### src/rtl/axis_rr_arbiter.sv
// axis_rr_arbiter: packet-level round-robin arbiter sharing one AXI-Stream master link among N requesters
// Ports: axis_aclk / axis_aresetn   clock and asynchronous active-low reset
//        s_axis_tvalid/tdata/tlast  per-requester inputs, requester i in bit i / slice [i*DW +: DW]
//        s_axis_tready              per-requester ready, only the owner's bit can be high
//        m_axis_*                   shared master port, routed combinationally from the owner
//        grant_valid / grant_id     current owner of the link
//        pkt_cnt                    running count of completed packets (wraps)
module axis_rr_arbiter #(
  parameter int N  = 4,
  parameter int DW = 8,
  parameter int IW = $clog2(N)
) (
  input  logic            axis_aclk,
  input  logic            axis_aresetn,
  input  logic [N-1:0]    s_axis_tvalid,
  input  logic [N*DW-1:0] s_axis_tdata,
  input  logic [N-1:0]    s_axis_tlast,
  output logic [N-1:0]    s_axis_tready,
  output logic            m_axis_tvalid,
  output logic [DW-1:0]   m_axis_tdata,
  output logic            m_axis_tlast,
  input  logic            m_axis_tready,
  output logic            grant_valid,
  output logic [IW-1:0]   grant_id,
  output logic [15:0]     pkt_cnt
);
  typedef enum logic {ARB, LOCK} state_t;
  state_t state;
  logic [IW-1:0] ptr, pick;
  logic any, lock, done;
  // Scanning downward lets the index nearest ptr (searching upward with wrap) win.
  always_comb begin
    any = 1'b0;
    pick = '0;
    for (int k = N - 1; k >= 0; k--) begin
      if (s_axis_tvalid[(int'(ptr) + k) % N]) begin
        any = 1'b1;
        pick = IW'((int'(ptr) + k) % N);
      end
    end
  end
  assign lock          = (state == LOCK);
  assign grant_valid   = lock;
  assign m_axis_tvalid = lock & s_axis_tvalid[grant_id];
  assign m_axis_tlast  = lock & s_axis_tlast[grant_id];
  assign m_axis_tdata  = lock ? s_axis_tdata[int'(grant_id)*DW +: DW] : '0;
  assign s_axis_tready = lock ? (N'(m_axis_tready) << grant_id) : '0;
  assign done          = m_axis_tvalid & m_axis_tready & m_axis_tlast;
  always_ff @(posedge axis_aclk or negedge axis_aresetn) begin
    if (!axis_aresetn) begin
      state    <= ARB;
      ptr      <= '0;
      grant_id <= '0;
      pkt_cnt  <= '0;
    end else if (!lock) begin
      if (any) begin
        grant_id <= pick;
        state    <= LOCK;
      end
    end else if (done) begin
      state   <= ARB;
      ptr     <= (grant_id == IW'(N - 1)) ? '0 : grant_id + IW'(1);
      pkt_cnt <= pkt_cnt + 16'd1;
    end
  end
endmodule

### config.mk
export PLATFORM = sky130hd
export DESIGN_NAME = axis_rr_arbiter
export DESIGN_NICKNAME = d
export VERILOG_FILES = /design/src/rtl/axis_rr_arbiter.sv
export SDC_FILE = /design/constraint.sdc
export NUM_CORES = 1
export LEC_CHECK = 0
export CAP_MARGIN = 10
export CELL_PAD_IN_SITES_DETAIL_PLACEMENT = 1
export CELL_PAD_IN_SITES_GLOBAL_PLACEMENT = 1
export CORE_MARGIN = 2
export CORE_UTILIZATION = 26
export CTS_BUF_LIST = sky130_fd_sc_hd__clkbuf_16
export DETAILED_ROUTE_END_ITERATION = 7
export GPL_TIMING_DRIVEN = 0
export PLACE_DENSITY_LB_ADDON = 0.1
export SYNTH_ARGS = -nofsm -noshare
export SYNTH_HDL_FRONTEND = slang
export SYNTH_SLANG_ARGS = --single-unit
### constraint.sdc
create_clock -name axis_aclk -period 1.75 [get_ports axis_aclk]
set_input_delay 0.35 -clock axis_aclk [delete_from_list [all_inputs] [get_ports axis_aclk]]
set_output_delay 0.35 -clock axis_aclk [all_outputs]
set_load 0.005 [all_outputs]
==> results.json, run 1 <==
{
  "run_status": "finished, violations left",
  "violations": "negative setup slack",
  "synthSimpleGateAreaFrac": 0.2123,
  "fin_area_mm2": 0.002933,
  "synth_fa_ha_area_frac": 0.01733,
  "finalCoreUtilization": 0.5392,
  "cap_viol_max_count": 0,
  "yosysWarnings": 0,
  "relSlewSlack": 0.3305,
  "crit_arrival_ns": 1.76,
  "worst_pin_slew_ns": 1.001,
  "grt_max_degree": 22,
  "synth_cells": 131,
  "wl_mm": 5.756,
  "internal-power_mw": 2.630,
  "io_pins": 76,
  "async_flop_share": 1.000,
  "wire_per_inst_um": 18.33,
  "path_clk_slew_ns": 0.07,
  "synth_seq_cells": 21,
  "via_count": 1564,
  "coreArea_mm2": 0.005439,
  "insertion_delay_ns": 0.26,
  "postSynthAreaPerCell_um2": 11.02,
  "synth_area_mm2": 0.001444,
  "dieHeight_um": 78.52,
  "seqPwrFrac": 0.182,
  "portBuffers": 75,
  "rsz0062_at_grt": "true",
  "grt_pass1_wl_mm": 8.838,
  "ctsHoldBuffers": 0,
  "yosysUniqueCellTypes": 34,
  "power_switching_mw": 1.389,
  "routed_via_density": 4.981,
  "root_buffer": "clkbuf_16",
  "hold_slack_ns": 0.4818,
  "setup_ws_ns": -0.3594,
  "cp_max_fo": 5,
  "htree_levels": 1,
  "place_congestion": 0.7683,
  "synth_top_area_frac": 0.3640,
  "setup_viol_count_final": 33,
  "synthXorXnorAreaFrac": 0.1014,
  "die_x_um": 78.52,
  "clk_path_buf_depth": 2,
  "antennaDiodeCount": 0,
  "dp_hpwl_mm": 3.791,
  "ant_nets": 0,
  "synth_edf_count": 0,
  "slew_viol_final": 0,
  "synth_top_family_by_area": "multiplexers",
  "yosysSeqAreaShare": 0.3640,
  "endpoint_kind": "output port",
  "hp-class": "reg2reg",
  "hold_viol": 0,
  "area_growth_pct": 103.1,
  "cts_tree": "done",
  "grt_usage": 0.1825,
  "required_ns": 1.40,
  "dpl_cell_area_mm2": 0.002303,
  "start_util": 0.2655,
  "synthMuxAreaShare": 0.2140,
  "clkPwrFrac": 0.126,
  "path_class": "reg2out",
  "min_period_ns": 2.109,
  "fmax_mhz": 474.1,
  "r2r_cells": 8,
  "num_rows": 27,
  "synth_top_area_cell": "dfrtp_1",
  "dr.pass1.iters": 4,
  "whs_path_depth": 1,
  "synth_compound_area_frac": 0.05286,
  "p_total_mw": 4.019,
  "syn-num-nets": 176,
  "cts.sinks": 21,
  "ys_top_cells_by_area": "dfrtp_1 36%, mux4_2 14%, and2_1 5.2%",
  "swShare": 0.3456,
  "nNetsFinal": 288,
  "comb_power_share": 0.692,
  "p_per_area_mw_per_mm2": 1370,
  "synth-main-ff-cell": "dfrtp_1",
  "die_area_mm2": 0.006165,
  "leakage_nw": 1.273,
  "drt_iter0_markers": 38,
  "worst_setup_path_start_kind": "flop",
  "ir_drop_mv": 0.7411,
  "period_share": 1.205,
  "grt_overflow_total": 0,
  "grt_pass1_vias": 1716,
  "drive_gt1_frac": 0.4339,
  "post-place-ws_ns": -0.5983,
  "finClkSkew_ns": 0.005766,
  "cts_made_buffers": 3,
  "antenna_found_initial": 0,
  "drc": 0
}
[final timing paths]
kind	start	end	slack [ns]
setup / recovery	grant_id[0]$_DFFE_PN0P_	m_axis_tdata[0]	-0.36
hold / removal	pkt_cnt[15]$_DFFE_PN0P_	pkt_cnt[15]$_DFFE_PN0P_	0.48
setup reg to reg	grant_id[0]$_DFFE_PN0P_	pkt_cnt[8]$_DFFE_PN0P_	-0.33
hold reg to reg	pkt_cnt[15]$_DFFE_PN0P_	pkt_cnt[15]$_DFFE_PN0P_	0.48
max in group asynchronous	axis_aresetn	grant_id[1]$_DFFE_PN0P_	0.43
min in group asynchronous	axis_aresetn	pkt_cnt[5]$_DFFE_PN0P_	0.64
[routing by layer]
| layer | global-route usage | part of all wire | wire [um] | vias up |
|---|---|---|---|---|
| li1 | - | - | - | 710 |
| met1 | 0.2275 | 0.43 | 2460 | 781 |
| met2 | 0.3188 | 0.51 | 2914 | 69 |
| met3 | 0.04368 | 0.061 | 349 | 4 |
| met4 | 0.04035 | 0.0056 | 32 | 0 |
| met5 | 0 | 0 | 0 | - |
[worst max-delay path, cell delays in order (launching register included)]
cell and delay [ns]:
dfrtp_1 0.38, buf_6 0.14, buf_8 0.12, buf_4 0.11
mux4_2 0.49, and2_1 0.15, buf_2 0.12
[synth_stat cells, types with 3 or more instances]
cell type / count
mux4_2: 9
mux2i_1: 5
xor2_1: 6
a21oi_1: 3
clkbuf_1: 3
xnor2_1: 7
inv_1: 4
nand2_1: 5
nor4_1: 4
and2_1: 12
or4_4: 3
mux2_2: 5
dfrtp_1: 21
nor2_1: 6
nand4_1: 5
o21ai_0: 3
nand3_1: 6
[sequential cells by signal, summed over array words and instances (netlist names)]
register     count
grant_id         2
grant_valid      1
ptr              2
pkt_cnt         16
[per-stage QoR]
stage	std cells	TNS (ns)
finish	314	-6.341
global route	314	-8.184
CTS	303	-4.224
detailed placement	278	-12.35
global placement	278	-11.37
floorplan	131	-0.06397
[logic make-up after synthesis]
family / count (synthesis)
compound gates: 12
xor+xnor: 15
fa+ha+maj: 2
buf+inv: 11
flops: 21
mux: 19
simple gates: 51
[final cells by class]
class	instances	area, um^2
sequential	21	526.8
clock inverter	1	7.507
inverter	4	15.01
multi-input combinational	99	1084
clock buffer	3	75.07
tap	72	90.09
timing repair buffer	107	1039
buffer	7	96.34
fill	568	2506
[layout by cell type, fill, tap and decap left out, drive strengths merged, types with 2 or more instances in the layout]
cell type      Yosys  layout
nor3               2       2
and2              12      12
xnor2              9       9
mux4               9       9
and3               2       2
mux2i              5       5
a21oi              3       3
nand3              6       6
ha                 2       2
xor2               6       6
mux2               5       5
dlygate4sd2        0       3
nor4               4       4
nand4              5       5
or4                4       4
clkdlybuf4s50      0      57
nand2              5       5
buf                4      49
dfrtp             21      21
and4               2       2
nor2               6       6
clkbuf             3       7
o31ai              2       2
inv                4       4
o21ai              3       3
[power groups by stage]
stage / registers, mW / clock network (mW) / logic, mW
finish: 0.730 / 0.507 / 2.78
global route: 0.749 / 0.543 / 2.97
CTS: 0.721 / 0.518 / 2.29
detailed placement: 0.736 / 0 / 1.70
global placement: 0.731 / 0 / 1.66
floorplan: 0.708 / 0 / 0.914
[timing repair]
item | CTS | global route
endpoints found under the setup margin | 28 | 33
resized for setup | 95 | 37
buffers inserted | 21 | 13
endpoints found under the hold margin | 0 | 0
pin swaps | 24 | 9
No activity file was read; power rests on OpenSTA's default activity.
==> run 2, diff against run 1 <==
--- a/config.mk
+++ b/config.mk
@@ -5,11 +5,10 @@
 export SDC_FILE = /design/constraint.sdc
 export NUM_CORES = 1
 export LEC_CHECK = 0
-export CAP_MARGIN = 10
 export CELL_PAD_IN_SITES_DETAIL_PLACEMENT = 1
 export CELL_PAD_IN_SITES_GLOBAL_PLACEMENT = 1
 export CORE_MARGIN = 2
-export CORE_UTILIZATION = 26
+export CORE_UTILIZATION = 29
 export CTS_BUF_LIST = sky130_fd_sc_hd__clkbuf_16
 export DETAILED_ROUTE_END_ITERATION = 7
 export GPL_TIMING_DRIVEN = 0
==> constraint.sdc (replaced) <==
create_clock -name axis_aclk -period 2.1 [get_ports axis_aclk]
set_input_delay 0.42 -clock axis_aclk [delete_from_list [all_inputs] [get_ports axis_aclk]]
set_output_delay 0.42 -clock axis_aclk [all_outputs]
set_load 0.005 [all_outputs]
==> run 2 against run 1 <==
- the run still ends with negative setup slack left
- hold slack got worse by 0.011 ns
- critical path depth unchanged
- first-iteration DRC count increased by 61%
- combinational power decreased by 40%
- sequential share of layout area increased by 2.9 points
- flip-flop and latch count unchanged
- design area decreased by 14%
- register-to-register slack improved by 0.36 ns
- clock power decreased by 21%
- clock skew decreased by 0.0017 ns
- largest power group unchanged
- highest routed layer unchanged
==> results.json, run 2 (synthesis gave the netlist of run 1 again) <==
{
  "setup_ws_ns": -0.03389,
  "ant_nets": 0,
  "grt_overflow_total": 0,
  "crit_arrival_ns": 1.71,
  "relSlewSlack": 0.3544,
  "final_cells": 294,
  "ir_drop_mv": 0.6303,
  "drive_gt1_frac": 0.2643,
  "nNetsFinal": 273,
  "min_period_ns": 2.134,
  "antennaDiodeCount": 0,
  "endpoint_kind": "output port",
  "slew_viol_final": 0,
  "num_rows": 25,
  "area_growth_pct": 75.13,
  "internal-power_mw": 1.764,
  "required_ns": 1.68,
  "cap_viol_max_count": 0,
  "slowest_stage": "mux4_2",
  "seqPwrFrac": 0.224,
  "coreArea_mm2": 0.004755,
  "dp_hpwl_mm": 3.638,
  "run_status": "finished, violations left",
  "place_congestion": 0.7292,
  "top_register": "pkt_cnt",
  "violations": "negative setup slack",
  "largest_reg_flops": 16,
  "multiInputGateArea_um2": 889.6,
  "worst_setup_path_start_kind": "flop",
  "start_util": 0.3037,
  "grt_usage": 0.1831,
  "dr.pass1.iters": 4,
  "worst_pin_slew_ns": 0.9653,
  "clk_path_buf_depth": 2,
  "crit_top_cell": "buf_6",
  "mostFrequentLayoutCells": "57 x clkdlybuf4s50_1, 20 x dfrtp_1, 13 x buf_4",
  "crit_path_max_incr_delay_ns": 0.48,
  "cp_max_fo": 6,
  "finalCoreUtilization": 0.5318,
  "drc": 0,
  "dpl_cell_area_mm2": 0.002278,
  "comb_power_share": 0.626,
  "path_cells": "buf_6 > buf_8 > buf_6 > mux4_2 > and2_1 > buf_2",
  "htree_levels": 1,
  "wire_per_inst_um": 16.62,
  "die_x_um": 74.56,
  "clkPwrFrac": 0.149,
  "finClkSkew_ns": 0.004096,
  "place_inst": 273,
  "grt_max_degree": 22,
  "register_area_um2": 526.8,
  "antenna_found_initial": 0,
  "grt_pass1_wl_mm": 7.693,
  "fin_area_mm2": 0.002529,
  "rsz0062_at_grt": "true",
  "top_regs": "pkt_cnt (16), grant_id (2), ptr (2)",
  "fillCellCount": 539,
  "p_per_area_mw_per_mm2": 1054,
  "path_clk_slew_ns": 0.06,
  "cts_tree": "done",
  "portBuffers": 75,
  "via_count": 1435,
  "io_pins": 76,
  "hold_viol": 0,
  "wl_mm": 4.887,
  "path_class": "reg2out",
  "root_buffer": "clkbuf_16",
  "setup_viol_count_final": 3,
  "dieHeight_um": 74.56,
  "drt_iter0_markers": 61,
  "cts.sinks": 21,
  "swShare": 0.3385,
  "power_switching_mw": 0.9026,
  "cts_made_buffers": 3,
  "insertion_delay_ns": 0.25,
  "hp-class": "reg2reg",
  "layout_commonest_cell": "clkdlybuf4s50_1",
  "grt_pass1_vias": 1528,
  "fmax_mhz": 468.6,
  "die_area_mm2": 0.005559,
  "routed_via_density": 4.881,
  "period_share": 1.016,
  "leakage_nw": 1.096
}
run 2: changes by cell type in the layout (fill, tap and decap cells not counted), moves of 4 or more:
cell	previous run	this run
and2_4	8	3
buf_6	21	6
and2_1	4	9
mux2i_4	4	0
buf_4	18	13
dlygate4sd2_1	3	9
run 2: worst max-delay path, delay by kind of cell, from the launching register on:
family | cells | cell delay (ns)
flops | 1 | 0.36
mux | 1 | 0.48
buf+inv | 4 | 0.46
simple gates | 1 | 0.16
run 2: final cells by class:
type / instances / area share
multi-input combinational: 99 / 0.3518
timing repair buffer: 92 / 0.3389
sequential: 21 / 0.2083
tap: 67 / 0.03315
buffer: 7 / 0.03068
clock buffer: 3 / 0.02969
inverter: 4 / 0.005938
clock inverter: 1 / 0.001484
run 2: routing by layer:
| layer | global-route usage | part of all wire | up-vias |
|---|---|---|---|
| li1 | - | - | 681 |
| met1 | 0.2219 | 0.40 | 721 |
| met2 | 0.3382 | 0.56 | 26 |
| met3 | 0.03388 | 0.033 | 7 |
| met4 | 0.03571 | 0.0082 | 0 |
| met5 | 0 | 0 | - |
run 2: path summary, 6_finish.rpt:
check                                         from                 endpoint  slack [ns]  cells past startpoint
max                        grant_id[0]$_DFFE_PN0P_          m_axis_tdata[3]       -0.03                      6
min in group asynchronous             axis_aresetn   pkt_cnt[5]$_DFFE_PN0P_        0.70                      1
min                        pkt_cnt[15]$_DFFE_PN0P_  pkt_cnt[15]$_DFFE_PN0P_        0.47                      1
min reg2reg                pkt_cnt[15]$_DFFE_PN0P_  pkt_cnt[15]$_DFFE_PN0P_        0.47                      1
max in group asynchronous             axis_aresetn  grant_id[1]$_DFFE_PN0P_        0.74                      1
max reg2reg                grant_id[0]$_DFFE_PN0P_  pkt_cnt[11]$_DFFE_PN0P_        0.03                      7
run 2: timing repair:
item                       in CTS  in global routing
gates cloned                    0                  0
buffers inserted               14                  3
pin swaps                       0                  1
hold endpoints to repair        0                  0
setup endpoints to repair      16                 12
gates resized for setup        54                  8
hold buffers                    0                  0
run 2: power by group through the flow:
stage | Clock, mW | Sequential (mW) | Combinational (mW)
final | 0.398 | 0.598 | 1.67
after CTS | 0.407 | 0.596 | 1.63
after global routing | 0.430 | 0.616 | 1.80
after global placement | 0 | 0.603 | 1.34
after floorplan | 0 | 0.586 | 0.730
after detailed placement | 0 | 0.613 | 1.37
run 2: through the flow:
| stage | power [mW] | hold slack [ns] | worst slack, ns | setup TNS [ns] |
|---|---|---|---|---|
| after global placement | 1.947 | 0.4558 | -0.4940 | -4.584 |
| after global routing | 2.842 | 0.4897 | -0.08324 | -0.2879 |
| after detailed placement | 1.988 | 0.4603 | -0.5176 | -5.459 |
| after CTS | 2.635 | 0.4719 | -0.03942 | -0.2182 |
| final | 2.666 | 0.4705 | -0.03389 | -0.08339 |
| after floorplan | 1.317 | 0.1244 | 0.1798 | 0 |
